<file path="config.mk">
export PLATFORM = sky130hd
export DESIGN_NAME = trig_out_event_agg
export DESIGN_NICKNAME = d
export VERILOG_FILES = /design/src/rtl/trig_out_event_agg.sv
export SDC_FILE = /design/constraint.sdc
export NUM_CORES = 1
export LEC_CHECK = 0
export CAP_MARGIN = 20
export CELL_PAD_IN_SITES_DETAIL_PLACEMENT = 0
export CELL_PAD_IN_SITES_GLOBAL_PLACEMENT = 1
export CORE_MARGIN = 5
export CORE_UTILIZATION = 37
export DETAILED_ROUTE_END_ITERATION = 10
export GPL_TIMING_DRIVEN = 0
export PLACE_DENSITY = 0.85
export SLEW_MARGIN = 20
export SYNTH_ARGS = -nofsm -noshare
export SYNTH_HDL_FRONTEND = slang
export SYNTH_SLANG_ARGS = --single-unit
</file>
<file path="constraint.sdc">
create_clock -name sys_clk -period 3.74 [get_ports sys_clk]
set_input_delay 0.374 -clock sys_clk [delete_from_list [all_inputs] [get_ports sys_clk]]
set_output_delay 0.374 -clock sys_clk [all_outputs]
set_load 0.02 [all_outputs]
</file>
<file path="src/rtl/trig_out_event_agg.sv">
// Event aggregator: edge-detects user event lines into sticky pending/overflow status
// and rate-limited TriggerOut pulses. Optional macro: TRIG_OUT_EVENT_AGG_OVF_PULSE_EN.

module trig_out_event_agg_lane (
  input  logic sys_clk,
  input  logic reset,
  input  logic evt,
  input  logic mask,
  input  logic ack,
  input  logic load,
  output logic pending,
  output logic overflow,
  output logic fresh
);
  logic prev, rise, ovf_set, fresh_set;

  assign rise    = evt & ~prev & mask;
  assign ovf_set = rise & pending & ~ack;
`ifdef TRIG_OUT_EVENT_AGG_OVF_PULSE_EN
  assign fresh_set = rise | ovf_set;
`else
  assign fresh_set = rise;
`endif

  // load hands fresh to the trigger register; a same-cycle rise survives for the next pulse
  always_ff @(posedge sys_clk or posedge reset) begin
    if (reset) begin
      prev     <= 1'b0;
      pending  <= 1'b0;
      overflow <= 1'b0;
      fresh    <= 1'b0;
    end else begin
      prev     <= evt;
      pending  <= rise | (pending & ~ack);
      overflow <= ~ack & (overflow | ovf_set);
      fresh    <= fresh_set | (fresh & ~load);
    end
  end
endmodule

module trig_out_event_agg #(
  parameter int N       = 16,
  parameter int HOLDOFF = 16,
  parameter int CNT_W   = 16
) (
  input  logic             sys_clk,
  input  logic             reset,
  input  logic [N-1:0]     evt_in,
  input  logic [N-1:0]     evt_mask,
  input  logic [N-1:0]     evt_ack,
  output logic [N-1:0]     ep_trigger,
  output logic [N-1:0]     pending,
  output logic [N-1:0]     overflow,
  output logic [CNT_W-1:0] fire_count,
  output logic             busy
);
  localparam int HW = (HOLDOFF > 1) ? $clog2(HOLDOFF) : 1;

  typedef enum logic [1:0] {IDLE, FIRE, HOLD} state_t;

  state_t        state, state_nxt;
  logic [HW-1:0] cnt, cnt_nxt;
  logic [N-1:0]  fresh;
  logic          launch;

  for (genvar i = 0; i < N; i++) begin : g_lane
    trig_out_event_agg_lane u_lane (
      .sys_clk  (sys_clk),
      .reset    (reset),
      .evt      (evt_in[i]),
      .mask     (evt_mask[i]),
      .ack      (evt_ack[i]),
      .load     (launch),
      .pending  (pending[i]),
      .overflow (overflow[i]),
      .fresh    (fresh[i])
    );
  end

  always_comb begin
    state_nxt = state;
    cnt_nxt   = cnt;
    launch    = 1'b0;
    case (state)
      IDLE: if (|fresh) begin
        launch    = 1'b1;
        state_nxt = FIRE;
      end
      FIRE: begin
        state_nxt = HOLD;
        cnt_nxt   = HW'(HOLDOFF - 1);
      end
      HOLD: begin
        if (cnt == '0) begin
          if (|fresh) begin
            launch    = 1'b1;
            state_nxt = FIRE;
          end else begin
            state_nxt = IDLE;
          end
        end else begin
          cnt_nxt = cnt - 1'b1;
        end
      end
      default: state_nxt = IDLE;
    endcase
  end

  always_ff @(posedge sys_clk or posedge reset) begin
    if (reset) begin
      state      <= IDLE;
      cnt        <= '0;
      ep_trigger <= '0;
      fire_count <= '0;
    end else begin
      state      <= state_nxt;
      cnt        <= cnt_nxt;
      ep_trigger <= launch ? fresh : '0;
      if (launch && (fire_count != '1))
        fire_count <= fire_count + 1'b1;
    end
  end

  assign busy = (state != IDLE);
endmodule

</file>
# Word-level counts from Yosys, hierarchy flattened
# Index checks and enable logic that the tools add are counted.
word_totals:
  register_bits: 102
  in_bits: 50
  output_inout_bits: 65
  word_cells: 287
op_classes:
  add_sub_neg: 2
  reduce_logical: 8
  n_bitwise: 193
  eq_ne: 6
  muxes: 10
ops:
  columns: ["op", "n"]
  rows:
  - ["1-bit AND", 112]
  - ["1-bit bitwise OR", 48]
  - ["1-bit NOT", 33]
  - ["16-bit by 1-bit adder with 16-bit output (second input constant)", 1]
  - ["16-bit 2-to-1 mux", 1]
  - ["16-bit inequality test (second input constant)", 1]
  - ["16-bit OR reduction", 1]
  - ["4-bit case mux with 2 select lines", 1]
  - ["2-bit inequality test (second input constant)", 3]
  - ["2-bit case mux with 3 select lines", 1]
  - ["4-bit logical NOT", 1]
  - ["2-bit 2-to-1 mux", 2]
  - ["4-bit 2-to-1 mux", 1]
  - ["2-bit AND reduction", 2]
  - ["2-bit nonzero test", 2]
  - ["4-bit by 1-bit subtractor with 4-bit output (second input constant)", 1]
  - ["1-bit 2-to-1 mux", 3]
  - ["2-bit by 1-bit == test with 1-bit output (second input constant)", 1]
  - ["2-bit == test (second input constant)", 1]
  - ["2-bit logical NOT", 1]
  - ["1-bit case mux with 2 select lines", 1]
  - ["1-bit logical AND", 1]

# Longest topological paths before layout
# Gate-level depths: netlist (run 1).
depth:
  ltp_word: 7
  ltp_mapped: 9
  mapped_depth_nobuf: 8

# By module
# A second synthesis (run 1) with hierarchy kept.
hier_totals:
  cells_unflattened: 341
  hier_area_um2: 4279.1
modules_own_cells:
  columns: ["module", "cells_per_inst", "instances", "area_per_inst_um2"]
  rows:
  - ["trig_out_event_agg_lane", 12, 16, 158.9]
  - ["trig_out_event_agg", 149, 1, 1736.7]

# Least setup slack after synthesis (run 1)
# OpenSTA, ideal clock, no wires.
synth_path:
  path_type: "reg2reg"
  startpoint: "register cnt[0]"
  endpoint: "register fire_count[14]"
  n_path_buf: 1
  path_slack_ns: 1.600
  stages_incl_launch_ff: 9
  arrival_time_ns: 2.013
  setup_ns: 0.128
  cell_sequence: "dfrtp_1 -> inv_1 -> ha_1 -> or3b_4 -> a21oi_4 -> nand2_2 -> buf_6 -> nor4_4 -> mux2_1"
synth_via:
  elab_chain_cells: 4
synth_lines:
  columns: ["item", "line_no", "rtl"]
  rows:
  - ["start: declaration", "62", "logic [HW-1:0] cnt, cnt_nxt;"]
  - ["start signal: assignment", "117", "cnt <= cnt_nxt;"]
  - ["4-bit logical NOT", "94", "if (cnt == '0) begin"]
  - ["1-bit 2-to-1 mux", "94", null]
  - ["1-bit case mux with 2 select lines", "84", "case (state)"]
  - ["1-bit logical AND", "119", "if (launch && (fire_count != '1))"]
  - ["end signal: assignment", "120", "fire_count <= fire_count + 1'b1;"]
  - ["end: declaration", "54", "output logic [CNT_W-1:0] fire_count,"]
# No other way between the ends.
# A chain may end at the register's enable or synchronous reset.

# Worst setup path after layout (run 1)
# Ends and elaborated chain as after synthesis.

==> flow_metrics.tcl, run 1 <==
set metrics [dict create \
    final_core_util_pct 52.2 \
    synth.cell_area_um2 4110 \
    drv_slew 0 \
    routed_wl_um 8710 \
    grt-ovfl-total 0 \
    fin_ws_ns 1.41 \
    rsz0062_at_grt "no" \
    rows 38 \
    final-hold-violation-count 0 \
    reg2reg_depth 8 \
    nFillCells 993 \
    crit_type "register to register" \
    outcome "finished clean" \
    die_x_um 115 \
    ant_nets 0 \
    synth_area_per_cell_um2 11.3 \
    cp_num_cells 8 \
    grt_max_degree 72 \
    drt_iter0_drc 98 \
    globalplace.congestion 0.794 \
    ys.flop_type "dfrtp_1" \
    slew_headroom_pct 51.8 \
    p_leak_uw 0.00269 \
    hold_class "input port to async pin" \
    crit_path_start_kind "register" \
    synth_top_area_share_pct 62.2 \
    die_area_um2 13300 \
    r2r-end "fire_count[14]" \
    antenna_found_initial 0 \
    max_cap_viol_count 0 \
    n_antenna_cell 0 \
    drc 0 \
    clockBufferDepth 2 \
    dp_hpwl_um 6630 \
    wl_per_cell_um 13.7 \
    cp_data_required_time_ns 3.98 \
    drive_gt1_share_pct 12.3 \
    yosysMostFrequentCell "dfrtp_1" \
    path_clk_slew_ns 0.10 \
    initial_core_util_pct 37.9 \
    min_period_ns 2.33 \
    cp_max_fo 10 \
    grt_pass1_vias 3035 \
    yosysUniqueCellTypes 38 \
    synth_edf_count 0 \
    clk_root_buffer_cell "clkbuf_8" \
    dp_slack_ns 1.40 \
    hold_ws_ns 0.363 \
    arrival_ns 2.57 \
    core-area_um2 10800 \
    numCtsBuffers 9 \
    drtPass1Iterations 4 \
    async_flop_share_pct 100 \
    powerDensity_nw_per_um2 559 \
    crit_slowest_cell "or3b_4" \
    cts-htree-levels 3 \
    cts_hold_buf 0 \
    clock-sinks 102 \
    yosys-top-cells-area "dfrtp_1, buf_4, nor2_1" \
    tightest_slew_ns 0.717 \
    synth_fp_nets 417 \
    ys_ff_latch 102 \
    fmax_ghz 0.430 \
    clock_latency_ns 0.35 \
    vias 2965 \
    finalCritPeriodShare_pct 62.2 \
    finalClockSkew_ns 0.00928 \
    avgViaCountPerCell 4.67 \
    grt_pass1_wl_um 14600 \
    yosysTopAreaCell "dfrtp_1" \
    synth.top_cells.by_count "dfrtp_1, nor2_1, buf_4" \
    postCtsSetupBuffers 0 \
    design.final.nets 543 \
    io_pins 115 \
    setup_violations 0 \
    seq_area_frac_synth_pct 62.2 \
    synth_cells 364 \
    path_cells "inv_1 -> ha_1 -> or3b_4 -> a21oi_4 -> nand2_2 -> buf_6 -> nor4_4 -> mux2_1" \
    post_cts_resized 0 \
    r2r_setup_slack_ns 1.41 \
    tritoncts "done" \
    cp_top_family "simple AND/OR/NAND/NOR gates" \
    reg2reg_from "cnt[0]" \
    grt_usage_pct 13.6 \
    dieHeight_um 115 \
    cp_num_buf_inv 2 \
    slowest_delay_ns 0.43 \
    area_growth_pct 37.8 \
    ys_warn_count 0 \
    end_kind "register" \
    ir_worst_vdd_mv 0.379 \
    numPortBuffers 114 \
]
-- layout by cell type, fill, tap and decap left out, types with 3 or more instances in the layout --
master / netlist / routed
clkdlybuf4s50_1: 0 / 114
dfrtp_1: 102 / 102
nor2_1: 42 / 42
buf_4: 32 / 32
nand2_1: 28 / 28
inv_1: 25 / 24
a21oi_1: 18 / 18
and3_1: 17 / 17
o22ai_1: 16 / 16
a21o_1: 16 / 16
xor2_1: 9 / 9
clkbuf_8: 0 / 9
nand4_1: 7 / 7
clkbuf_1: 5 / 6
nor4_1: 6 / 6
nand3_1: 6 / 6
nor3_1: 5 / 5
inv_6: 0 / 4
xnor2_1: 3 / 3
ha_1: 3 / 3
-- layout make-up --
type / count / area [um2] / share of cell area (%)
flip-flops and latches: 102 / 2550 / 45.1
multi-input cells: 198 / 1180 / 20.9
repair buffers: 115 / 1170 / 20.7
plain buffers: 39 / 275 / 4.87
well taps: 140 / 175 / 3.10
clock buffers: 10 / 128 / 2.26
inverters: 25 / 98.8 / 1.75
clock inverters: 6 / 75.1 / 1.33
-- state kept, by name, summed over array words and instances, names as in the netlist --
| signal | cells |
|---|---|
| fire_count | 16 |
| g_lane.u_lane.prev | 16 |
| state | 2 |
| g_lane.u_lane.overflow | 16 |
| ep_trigger | 16 |
| g_lane.u_lane.fresh | 16 |
| cnt | 4 |
| g_lane.u_lane.pending | 16 |
-- how the worst max path moves through the flow --
stage | startpoint | end
after CTS | g_lane[8].u_lane.fresh | g_lane[14].u_lane.fresh
after global routing | cnt[0] | fire_count[14]
final | cnt[0] | fire_count[14]
after global placement | reset | g_lane[10].u_lane.prev
after detailed placement | g_lane[8].u_lane.fresh | g_lane[14].u_lane.fresh
after floorplan | reset | cnt[0]
-- per-stage QoR --
step / std cells / area, um2 / total power [uW] / TNS, ns
after CTS: 635 / 5660 / 3220 / 0
after global placement: 618 / 5420 / 2460 / -78.12
final: 635 / 5660 / 3160 / 0
after detailed placement: 619 / 5450 / 2500 / 0
after floorplan: 364 / 4110 / 2030 / 0
after global routing: 635 / 5660 / 3360 / 0
-- cell families after synthesis --
logic type | Yosys count | synth area share, %
mux | 4 | 1.07
fa+ha+maj | 3 | 0.914
buf+inv | 64 | 8.99
flops | 102 | 62.2
simple gates | 121 | 15.1
compound gates | 58 | 9.21
xor+xnor | 12 | 2.56
-- where the power goes --
part | total (uW) | internal [uW] | switching, uW
combinational | 997 | 470 | 527
sequential | 1450 | 1310 | 143
clock | 709 | 322 | 387
total | 3160 | 2100 | 1060
-- per-layer routing --
layer  global-route usage [%]  wire length (um)  up-vias
li1                         -                 -     1455
met1                     17.1              3730     1434
met2                     22.9              4300       72
met3                     5.05               635        4
met4                     2.74                40        0
met5                        0                 0        -
Power figures use the tool's default switching activity.
==> inputs of run 2 (changes only) <==
==> constraint.sdc (replaced) <==
create_clock -name sys_clk -period 2.4 [get_ports sys_clk]
set_input_delay 0.24 -clock sys_clk [delete_from_list [all_inputs] [get_ports sys_clk]]
set_output_delay 0.24 -clock sys_clk [all_outputs]
set_load 0.02 [all_outputs]
==> flow_metrics.tcl, run 2 (synthesis results as in run 1) <==
set metrics [dict create \
    finalClockSkew_ns 0.0156 \
    dp_hpwl_um 6830 \
    grt_usage_pct 14.0 \
    multi_input_area_um2 1180 \
    fmax_ghz 0.448 \
    outcome "finished clean" \
    drt_iter0_drc 123 \
    rsz0062_at_grt "no" \
    design.final.nets 547 \
    numCtsBuffers 9 \
    core-area_um2 10800 \
    ir_worst_vdd_mv 0.492 \
    nFillCells 984 \
    globalplace.congestion 0.788 \
    hold_ws_ns 0.214 \
    area_growth_pct 38.7 \
    crit_path_start_kind "register" \
    ant_nets 0 \
    fin_ws_ns 0.168 \
    vias 2995 \
    drive_gt1_share_pct 13.4 \
    finalSetupTns_ns 0 \
    drc 0 \
    drtPass1Iterations 4 \
    cts_hold_buf 0 \
    final-hold-violation-count 0 \
    cts-htree-levels 3 \
    grt-ovfl-total 0 \
    clock_latency_ns 0.36 \
    crit_type "register to register" \
    tightest_slew_ns 0.639 \
    dp.cells 621 \
    cp_max_fo 10 \
    grt_max_degree 35 \
    end_kind "register" \
    n_antenna_cell 0 \
    grt_pass1_vias 3070 \
    powerDensity_nw_per_um2 859 \
    io_pins 115 \
    wl_per_cell_um 14.1 \
    routed_wl_um 9000 \
    antenna_found_initial 0 \
    rows 38 \
    slew_headroom_pct 57.0 \
    initial_core_util_pct 37.9 \
    clock-sinks 102 \
    dieHeight_um 115 \
    final_common_cell "clkdlybuf4s50_1" \
    max_cap_viol_count 0 \
    finalCritPeriodShare_pct 93.0 \
    min_period_ns 2.23 \
    setup_violations 0 \
    die_x_um 115 \
    clockBufferDepth 2 \
    hold_class "input port to async pin" \
    arrival_ns 2.48 \
    drv_slew 0 \
    numPortBuffers 114 \
    dp_slack_ns 0.0597 \
    p_leak_uw 0.00271 \
    tritoncts "done" \
    path_clk_slew_ns 0.11 \
    cp_data_required_time_ns 2.65 \
    clk_root_buffer_cell "clkbuf_8" \
    final_cell_mix "clkdlybuf4s50_1, dfrtp_1, nor2_1, buf_4, nand2_1" \
    r2r_setup_slack_ns 0.17 \
    ff_latch_area_um2 2550 \
    grt_pass1_wl_um 14800 \
    avgViaCountPerCell 4.69 \
    die_area_um2 13300 \
    fin_cells 639 \
]
run 2: cell count changes in the layout (fill, tap and decap cells not counted), sizes merged:
| cell | before | now |
|---|---|---|
| inv | 29 | 26 |
| clkinvlp | 1 | 2 |
| bufinv | 1 | 0 |
| clkinv | 0 | 3 |
| buf | 35 | 39 |
run 2: where the power goes:
group | switching, uW | total, uW | internal, uW
Clock | 612 | 1030 | 422
Sequential | 221 | 2260 | 2040
Combinational | 827 | 1590 | 764
run 2: timing repair:
action / CTS / global route
setup endpoints to repair: 0 / 13
buffers inserted: 0 / 2
resized for setup: 0 / 2
run 2: final cells by class:
type / instances / area share, %
timing repair buffer: 119 / 21.4
multi-input combinational: 198 / 20.8
buffer: 39 / 4.86
tap: 140 / 3.08
clock inverter: 6 / 0.945
sequential: 102 / 44.8
inverter: 25 / 1.71
clock buffer: 10 / 2.42
run 2: worst max-delay path, stage by stage, from the launching register on:
cell and delay, ns:
dfrtp_1 0.42, inv_1 0.09, ha_1 0.16, or3b_4 0.43
a21oi_4 0.18, nand2_2 0.08, buf_6 0.17, nor2_1 0.23
mux2_2 0.37
run 2: final timing paths:
path,end,cells after the start,from
setup / recovery,fire_count[1],8,cnt[1]
hold / removal,g_lane[15].u_lane.pending,2,reset
setup reg to reg,fire_count[1],8,cnt[1]
hold reg to reg,g_lane[13].u_lane.pending,1,g_lane[13].u_lane.prev
max in group asynchronous,ep_trigger[12],4,reset
min in group sys_clk,g_lane[9].u_lane.prev,1,evt_in[9]
run 2: per-layer routing:
layer	share of wire, %	up-vias	global-route usage (%)
met5	0	-	0
met4	0.78	0	2.35
met3	7.5	8	5.79
met2	50	78	23.6
met1	42	1451	17.3
li1	-	1458	-
run 2: through the flow:
| step | cell area, um2 | util (%) | total power, uW |
|---|---|---|---|
| after floorplan | 4110 | - | 3170 |
| after detailed placement | 5490 | 50.6 | 3890 |
| final | 5690 | 52.5 | 4890 |
| after global routing | 5690 | 52.5 | 5210 |
| after CTS | 5680 | 52.4 | 4950 |
| after global placement | 5430 | 50.0 | 3840 |
